===== config.mk =====
export PLATFORM = sky130hd
export DESIGN_NAME = fu_broadcast_queue
export DESIGN_NICKNAME = d
export VERILOG_FILES = /design/src/rtl/core_pkg.sv /design/src/rtl/sync_fifo_mem.sv /design/src/rtl/fu_broadcast_queue.sv
export SDC_FILE = /design/constraint.sdc
export NUM_CORES = 1
export LEC_CHECK = 0
export ABC_AREA = 1
export CAP_MARGIN = 20
export CORE_MARGIN = 2
export CORE_UTILIZATION = 24
export DETAILED_ROUTE_END_ITERATION = 10
export SYNTH_ARGS = -nofsm -noshare
export SYNTH_HDL_FRONTEND = slang
export SYNTH_HIERARCHICAL = 1
export SYNTH_SLANG_ARGS = --single-unit

===== constraint.sdc =====
create_clock -name clk -period 10.85 [get_ports clk]
set_input_delay 1.085 -clock clk [delete_from_list [all_inputs] [get_ports clk]]
set_output_delay 1.085 -clock clk [all_outputs]
set_load 0.005 [all_outputs]

===== src/rtl/core_pkg.sv =====
// core_pkg: shared result-bus widths and the CDB entry record used by the FU
// queues, the CDB arbiter and the reservation stations.
package core_pkg;
   localparam int CORE_DATA_WIDTH = 32;
   localparam int CORE_TAG_WIDTH  = 7;
   typedef struct packed {
      logic [CORE_DATA_WIDTH-1:0] data;
      logic [CORE_TAG_WIDTH-1:0]  tag;
   } cdb_entry_t;
endpackage


===== src/rtl/sync_fifo_mem.sv =====
// sync_fifo_mem: DEPTH x WIDTH register array with one clocked write port and
// one combinational read port; contents are never reset.
module sync_fifo_mem #(
   parameter int DEPTH = 4,
   parameter int WIDTH = 39
) (
   input  logic                     clk,
   input  logic                     i_we,
   input  logic [$clog2(DEPTH)-1:0] i_waddr,
   input  logic [WIDTH-1:0]         i_wdata,
   input  logic [$clog2(DEPTH)-1:0] i_raddr,
   output logic [WIDTH-1:0]         o_rdata
);
   logic [WIDTH-1:0] r_mem [DEPTH];
   always_ff @(posedge clk)
      if (i_we) r_mem[i_waddr] <= i_wdata;
   assign o_rdata = r_mem[i_raddr];
endmodule


===== src/rtl/fu_broadcast_queue.sv =====
// fu_broadcast_queue: captures FU completions into a FIFO, acknowledges each
// with a one-cycle queued pulse, and drains in order to the CDB on grant.
module fu_broadcast_queue
   import core_pkg::*;
#(
   parameter int DATA_WIDTH = CORE_DATA_WIDTH,
   parameter int TAG_WIDTH  = CORE_TAG_WIDTH,
   parameter int DEPTH      = 4
) (
   input  logic                       clk,
   input  logic                       rst,
   input  logic                       fu_done,
   input  logic [DATA_WIDTH-1:0]      fu_result,
   input  logic [TAG_WIDTH-1:0]       fu_tag,
   output logic                       queued,
   output logic                       cdb_valid,
   output logic [DATA_WIDTH-1:0]      cdb_data,
   output logic [TAG_WIDTH-1:0]       cdb_tag,
   input  logic                       cdb_grant,
   output logic [$clog2(DEPTH):0]     count
);
   localparam int AW = $clog2(DEPTH);
   localparam int CW = AW + 1;
   localparam int W  = DATA_WIDTH + TAG_WIDTH;

   logic [AW-1:0] r_wr_ptr, r_rd_ptr;
   logic [CW-1:0] r_count;
   logic          r_pending, r_queued;
   logic          w_req, w_pop, w_wr, w_valid;
   logic [W-1:0]  w_rdata;

   assign w_valid = r_count != '0;
   assign w_req   = fu_done | r_pending;
   assign w_pop   = cdb_grant & w_valid;
   // a pop frees a slot on the same edge, so a full queue still accepts a write
   assign w_wr    = w_req & ((r_count < CW'(DEPTH)) | w_pop);

   always_ff @(posedge clk or negedge rst)
      if (!rst) begin
         r_wr_ptr  <= '0;
         r_rd_ptr  <= '0;
         r_count   <= '0;
         r_pending <= 1'b0;
         r_queued  <= 1'b0;
      end else begin
         if (w_wr) r_wr_ptr <= r_wr_ptr + AW'(1);
         if (w_pop) r_rd_ptr <= r_rd_ptr + AW'(1);
         r_count   <= r_count + CW'(w_wr) - CW'(w_pop);
         r_pending <= w_wr ? 1'b0 : (w_req ? 1'b1 : r_pending);
         r_queued  <= w_wr;
      end

   sync_fifo_mem #(.DEPTH(DEPTH), .WIDTH(W)) u_mem (
      .clk     (clk),
      .i_we    (w_wr),
      .i_waddr (r_wr_ptr),
      .i_wdata ({fu_result, fu_tag}),
      .i_raddr (r_rd_ptr),
      .o_rdata (w_rdata)
   );

   assign queued    = r_queued;
   assign cdb_valid = w_valid;
   assign cdb_data  = w_rdata[W-1:TAG_WIDTH];
   assign cdb_tag   = w_rdata[TAG_WIDTH-1:0];
   assign count     = r_count;

   // the FU may not complete again while its previous result awaits capture
   a_no_redispatch: assert property (@(posedge clk) disable iff (!rst) fu_done |-> !r_pending);
endmodule


==> run metrics, run 1 <==
run status=complete, no violations; via count of the first global-routing pass=4197; quantity of gates resized following cts=0; die span in x=175 µm; area of combinational cells with multiple inputs=0.00134 mm²; first-pass GRT wire length=23.5 mm; post-detailed-route DRC marker count=0; die area=0.0307 mm²; Synth Cell Area=0.00704 mm²; clock-pin slew reported for the worst setup and hold paths after clock tree synthesis=70 ps; Max-cap violations=0; RSZ-0062 raised after global routing=false; most frequent standard cell in the layout excluding fill and tap cells=sky130_fd_sc_hd__nand2_1; commonest non-fill, non-tap cells in the layout=sky130_fd_sc_hd__nand2_1, sky130_fd_sc_hd__inv_1, sky130_fd_sc_hd__edfxtp_1, sky130_fd_sc_hd__clkdlybuf4s50_1, sky130_fd_sc_hd__nand3_1; leakage dissipation=3.88 nW; number of violations reported at the end of detailed-routing iteration 0=275; highest metal layer used by the detailed router=met4; Core Rows=62; IR Drop Worst-Case VDD=0.000127 V; placeable core region=0.0288 mm²; timing-limited maximum frequency=0.230 GHz; die outline height=175 µm; cells traversed along the worst timing path=inv_2 -> buf_4 -> nand2_1 -> nand3_1 -> nand2_1 -> clkdlybuf4s50_1; Synth Warn #=6; TritonCTS clock tree=yes; share of the clock period used by the worst path=40.1%; hold_buf cts=0; total grt overflow=0; number of pins with negative max-slew slack in the final report=0; Clk Latency, worst-skew pair=430 ps; final count of negative-setup-slack endpoints=0; Sinks on Clock Net=165; fill cell total of the finished layout=2872; # port buffers=86; critical path's most frequent cell=sky130_fd_sc_hd__nand2_1; Final Net Count=807; synthesized flop and latch total=165; wire length reported by the detailed router=15.2 mm; synth-to-layout area growth=26.3%; number of different library cells in the post-synthesis netlist=18; path class of the lowest-slack min-delay path=flip-flop to flip-flop; WL met1=7.09 mm; post-synthesis average cell area=10.4 µm²; longest individual stage delay on the worst path=1020 ps; minimum clock period after layout=4350 ps; highest fanout seen on the critical path=82; maximum number of pins on one net before global-route repair=83; initial antenna violation count=1; Worst Clk Skew=10.9 ps; largest buffer count on any clock path=2; average routed wire per standard cell=13.1 µm; standard cell with the maximum stage delay on the critical path=sky130_fd_sc_hd__dfrtp_4; nature of the critical path startpoint=flip-flop; initial standard-cell utilization of the core=24.5%; # Post-CTS Setup Buffers=0; endpoints failing hold=0; wire length on met3=764 µm; share of the core filled with cells=30.9%; count of pins on the block boundary=87; power per standard cell area=261 mW/mm²; total negative setup slack=0 ps; worst-margin pin slew=972 ps; Worst EP arrival=3270 ps; number of buffers added by the clock tree synthesis step=17; Worst Setup End Kind=output pin; Post-Synthesis Cells=676; sum of net half-perimeters after detailed placement=8.98 mm; Sequential cell area=0.00491 mm²; GRT Util Overall=10.2%; via count=4485; cell at the root of the clock tree=sky130_fd_sc_hd__clkbuf_16; post-synthesis sequential area ratio=69.8%; 1st-pass router iterations=4; routability cong.=0.692; post-synthesis net count=722; number of routed nets with antenna violations=0; required time worst endpoint=9770 ps; via count normalized by instance count=3.87; routed length on met2=7.14 mm; ratio of cells with drive above 1 in the final layout=6.20%; worst slew margin relative to its limit=35.2%; level count of the clock H-tree=4; worst setup path category=flip-flop to output pin
==> logic make-up (layout without fill, tap and decap cells) <==
group           Yosys count  count (layout)  share of synthesized area (%)
simple gates            307             307                           18.0
other cells               0               1                              0
compound gates            1               1                          0.124
flops                   165             165                           69.8
buf+inv                 200             298                           11.5
fa+ha+maj                 3               3                          0.640
==> power breakdown <==
group          switching, mW  leakage, nW  internal, mW
Combinational          0.415         2.06         0.351
Clock                  0.254        0.288         0.346
Sequential             0.113         1.54         0.841
Total                  0.783         3.88          1.54
==> state kept, by name, summed over array words and instances (netlist names) <==
register     flops
r_wr_ptr         2
r_pending        1
queued           1
r_rd_ptr         2
count            3
u_mem/r_mem    156
==> synthesized netlist by cell type (all sizes together) <==
master / number / share of area [%]
buf: 22 / 2.0
clkbuf: 3 / 0.16
dfrtp: 9 / 3.2
edfxtp: 156 / 67
fa: 1 / 0.28
ha: 2 / 0.36
inv: 175 / 9.3
nand2: 217 / 12
nand3: 81 / 5.8
nor2: 5 / 0.34
nor3: 4 / 0.28
o21ai: 1 / 0.12
==> cell type report <==
type,count,area share (%)
Sequential cell,165,55.3
Multi-Input combinational cell,311,15.1
Timing Repair Buffer,91,10.1
Inverter,175,7.39
Tap cell,384,5.41
Clock buffer,17,4.79
Clock inverter,15,1.91
Antenna cell,1,0.0282
==> stage by stage <==
step                      instance area (µm²)  cells  hold slack [ps]  setup slack [ps]  power (mW)
after CTS                                8890   1158              567              6420        2.36
after floorplan                          7040    676              484              6330        1.35
final                                    8890   1159              557              6500        2.32
after detailed placement                 8290   1126              550              6890        1.76
after global placement                   8290   1126              536              6920        1.74
after global routing                     8890   1158              605              6220        2.48
==> final timing paths <==
kind                                    startpoint                      end  slack, ps  cells past startpoint
min in group asynchronous                      rst         queued$_DFF_PN0_        970                      1
min reg2reg                     count[0]$_DFF_PN0_       count[0]$_DFF_PN0_        560                      1
max reg2reg                     count[1]$_DFF_PN0_       count[2]$_DFF_PN0_       8890                     10
max                        r_rd_ptr[0]$_DFFE_PN0P_             cdb_data[20]       6500                      6
max in group asynchronous                      rst  r_rd_ptr[0]$_DFFE_PN0P_       9540                      1
min                             count[0]$_DFF_PN0_       count[0]$_DFF_PN0_        560                      1
==> worst max-delay path: cells and delay by family (launching register included) <==
kind          cells  cell delay [ps]
buf+inv           3             1420
simple gates      3              350
flops             1             1020
==> layer usage <==
metal	vias up	track usage (%)
met4	0	3.44
met2	81	16.3
met3	17	3.18
met5	-	0
li1	2266	-
met1	2121	13.0
Note: power is estimated with default switching activity, not from simulation.
==> run 2, diff against run 1 <==
- clock period: 10.85 -> 4 ns (I/O delays scaled with it)
==> run metrics, run 2 (synthesized netlist as in run 1, its figures left out) <==
flip-flop count of the largest register after layout=156 (unchanged); number of non-filler instances in the completed layout=1162 (was 1159); relative contribution of combinational cells to total power=35.6% (was 33.0%); # port buffers=86 (unchanged); internal power=4.29 mW (was 1.54 mW); RSZ-0062 raised after global routing=false (unchanged); number of routed nets with antenna violations=0 (unchanged); total grt overflow=0 (unchanged); source of the critical timing path=r_rd_ptr[0]$_DFFE_PN0P_ (unchanged); Worst EP arrival=2460 ps (was 3270 ps); worst-margin pin slew=878 ps (was 972 ps); placeable core region=0.0288 mm² (unchanged); initial antenna violation count=1 (unchanged); first-pass GRT wire length=23.2 mm (was 23.5 mm); share of the core filled with cells=31.0% (was 30.9%); total negative setup slack=0 ps (unchanged); quantity of gates resized following cts=0 (unchanged); sum of net half-perimeters after detailed placement=8.94 mm (was 8.98 mm); required time worst endpoint=3600 ps (was 9770 ps); endpoints failing hold=0 (unchanged); fill cell total of the finished layout=2866 (was 2872); highest metal layer used by the detailed router=met4 (unchanged); share of power burned in the clock network=26.8% (was 25.9%); level count of the clock H-tree=4 (unchanged); Worst Setup End Kind=output pin (unchanged); IR Drop Worst-Case VDD=0.000323 V (was 0.000127 V); count of pins on the block boundary=87 (unchanged); wire length on met3=840 µm (was 764 µm); # Post-CTS Setup Buffers=0 (unchanged); Crit Reg-Reg Endpoint=count[2]$_DFF_PN0_ (unchanged); hold_buf cts=0 (unchanged); number of buffers added by the clock tree synthesis step=17 (unchanged); power per standard cell area=711 mW/mm² (was 261 mW/mm²); largest buffer count on any clock path=2 (unchanged); cell at the root of the clock tree=sky130_fd_sc_hd__clkbuf_16 (unchanged); die span in x=175 µm (unchanged); placed cell areas=0.00831 mm² (was 0.00829 mm²); cell depth of the worst flop-to-flop path=10 (unchanged); post-detailed-route DRC marker count=0 (unchanged); worst slew margin relative to its limit=41.4% (was 35.2%); Switch Pwr=2.06 mW (was 0.783 mW); highest fanout seen on the critical path=35 (was 82); leakage dissipation=3.91 nW (was 3.88 nW); initial standard-cell utilization of the core=24.5% (unchanged); placed cell count=1129 (was 1126); startpoint of the worst-slack reg-to-reg timing path=count[1]$_DFF_PN0_ (unchanged); register with the highest flop count=u_mem/r_mem (unchanged); ratio of cells with drive above 1 in the final layout=6.18% (was 6.20%); number of pins with negative max-slew slack in the final report=0 (unchanged); Clk Latency, worst-skew pair=420 ps (was 430 ps); TritonCTS clock tree=yes (unchanged); via count=4463 (was 4485); 1st-pass router iterations=4 (unchanged); share of the clock period used by the worst path=71.4%; Max-cap violations=0 (unchanged); Switching Share=32.4% (was 33.7%); clock-pin slew reported for the worst setup and hold paths after clock tree synthesis=70 ps (about the same); Layout Cell Area excl Fill=0.00893 mm² (was 0.00889 mm²); nature of the critical path startpoint=flip-flop (unchanged); routability cong.=0.696 (was 0.692); via count of the first global-routing pass=4366 (was 4197); minimum clock period after layout=2860 ps; WL met1=6.65 mm (was 7.09 mm); most frequent standard cell in the layout excluding fill and tap cells=sky130_fd_sc_hd__nand2_1 (unchanged); die outline height=175 µm (unchanged); worst setup path category=flip-flop to output pin (unchanged); synth-to-layout area growth=26.9% (was 26.3%); GRT Util Overall=10.0% (was 10.2%); Final Net Count=810 (was 807); commonest non-fill, non-tap cells in the layout=sky130_fd_sc_hd__nand2_1, sky130_fd_sc_hd__inv_1, sky130_fd_sc_hd__edfxtp_1, sky130_fd_sc_hd__clkdlybuf4s50_1, sky130_fd_sc_hd__nand3_1 (unchanged); timing-limited maximum frequency=0.350 GHz; area of combinational cells with multiple inputs=0.00134 mm² (unchanged); Core Rows=62 (unchanged); via count normalized by instance count=3.84 (was 3.87); sequential group share of total power=37.6% (was 41.1%); die area=0.0307 mm² (unchanged); final count of negative-setup-slack endpoints=0 (unchanged); routed length on met2=7.22 mm (was 7.14 mm); number of violations reported at the end of detailed-routing iteration 0=284 (was 275); run status=complete, no violations (unchanged); maximum number of pins on one net before global-route repair=82 (was 83); R2R setup slack=2080 ps (was 8890 ps); Sinks on Clock Net=165 (unchanged); Worst Clk Skew=10.4 ps (was 10.9 ps); endpoint of the most critical setup path=cdb_data[12] (was cdb_data[20]); wire length reported by the detailed router=14.9 mm (was 15.2 mm); path class of the lowest-slack min-delay path=input pin to async pin (was flip-flop to flip-flop); average routed wire per standard cell=12.9 µm (was 13.1 µm); Sequential cell area=0.00491 mm² (unchanged)
-- run 2: cell types whose count changed in the layout (fill, tap and decap cells not counted) --
| cell | change |
|---|---|
| sky130_fd_sc_hd__buf_4 | +3 |
| sky130_fd_sc_hd__bufinv_16 | +2 |
| sky130_fd_sc_hd__clkbuf_1 | +1 |
| sky130_fd_sc_hd__clkinv_1 | +2 |
| sky130_fd_sc_hd__clkinv_2 | +1 |
| sky130_fd_sc_hd__clkinv_4 | +3 |
| sky130_fd_sc_hd__clkinvlp_4 | -2 |
| sky130_fd_sc_hd__inv_6 | -4 |
| sky130_fd_sc_hd__inv_8 | -3 |
-- run 2: power by group through the flow --
stage	combinational (mW)	clock, mW	sequential [mW]
finish	2.26	1.70	2.39
global route	2.56	1.82	2.42
CTS	2.33	1.75	2.39
detailed placement	2.32	0	2.42
global placement	2.30	0	2.42
floorplan	1.25	0	2.43
-- run 2: cell type report --
type                       count  share of cell area (%)
sequential                   165                    55.0
multi-input combinational    311                    15.0
clock inverter                14                    2.07
antenna                        1                  0.0280
inverter                     175                    7.36
tap                          384                    5.38
timing repair buffer          94                    10.3
clock buffer                  18                    4.81
-- run 2: through the flow --
| step | total power, mW | setup slack (ps) | hold WS (ps) |
|---|---|---|---|
| after global routing | 6.79 | 957 | 317 |
| after global placement | 4.71 | 1580 | 531 |
| final | 6.35 | 1140 | 294 |
| after CTS | 6.46 | 1090 | 295 |
| after detailed placement | 4.75 | 1550 | 564 |
| after floorplan | 3.67 | 123 | 104 |
-- run 2: worst min-delay path by stage --
stage                     startpoint               endpoint
5_1_grt                          rst       queued$_DFF_PN0_
3_3_place_gp      count[0]$_DFF_PN0_     count[0]$_DFF_PN0_
6_report                         rst  r_pending$_DFFE_PN0P_
2_1_floorplan                    rst     count[0]$_DFF_PN0_
3_5_place_dp   r_pending$_DFFE_PN0P_  r_pending$_DFFE_PN0P_
4_1_cts                          rst  r_pending$_DFFE_PN0P_
-- run 2: per-layer routing --
metal | track usage [%] | vias up
li1 | - | 2273
met1 | 11.9 | 2091
met2 | 16.9 | 83
met3 | 3.61 | 16
met4 | 3.19 | 0
met5 | 0 | -
-- run 2: worst max-delay path: stages, from the launching register on --
cell and delay, ps:
sky130_fd_sc_hd__dfrtp_4 470, sky130_fd_sc_hd__inv_2 480, sky130_fd_sc_hd__buf_4 360, sky130_fd_sc_hd__nand2_1 70, sky130_fd_sc_hd__nand3_1 70, sky130_fd_sc_hd__nand2_1 100
sky130_fd_sc_hd__clkdlybuf4s50_1 460
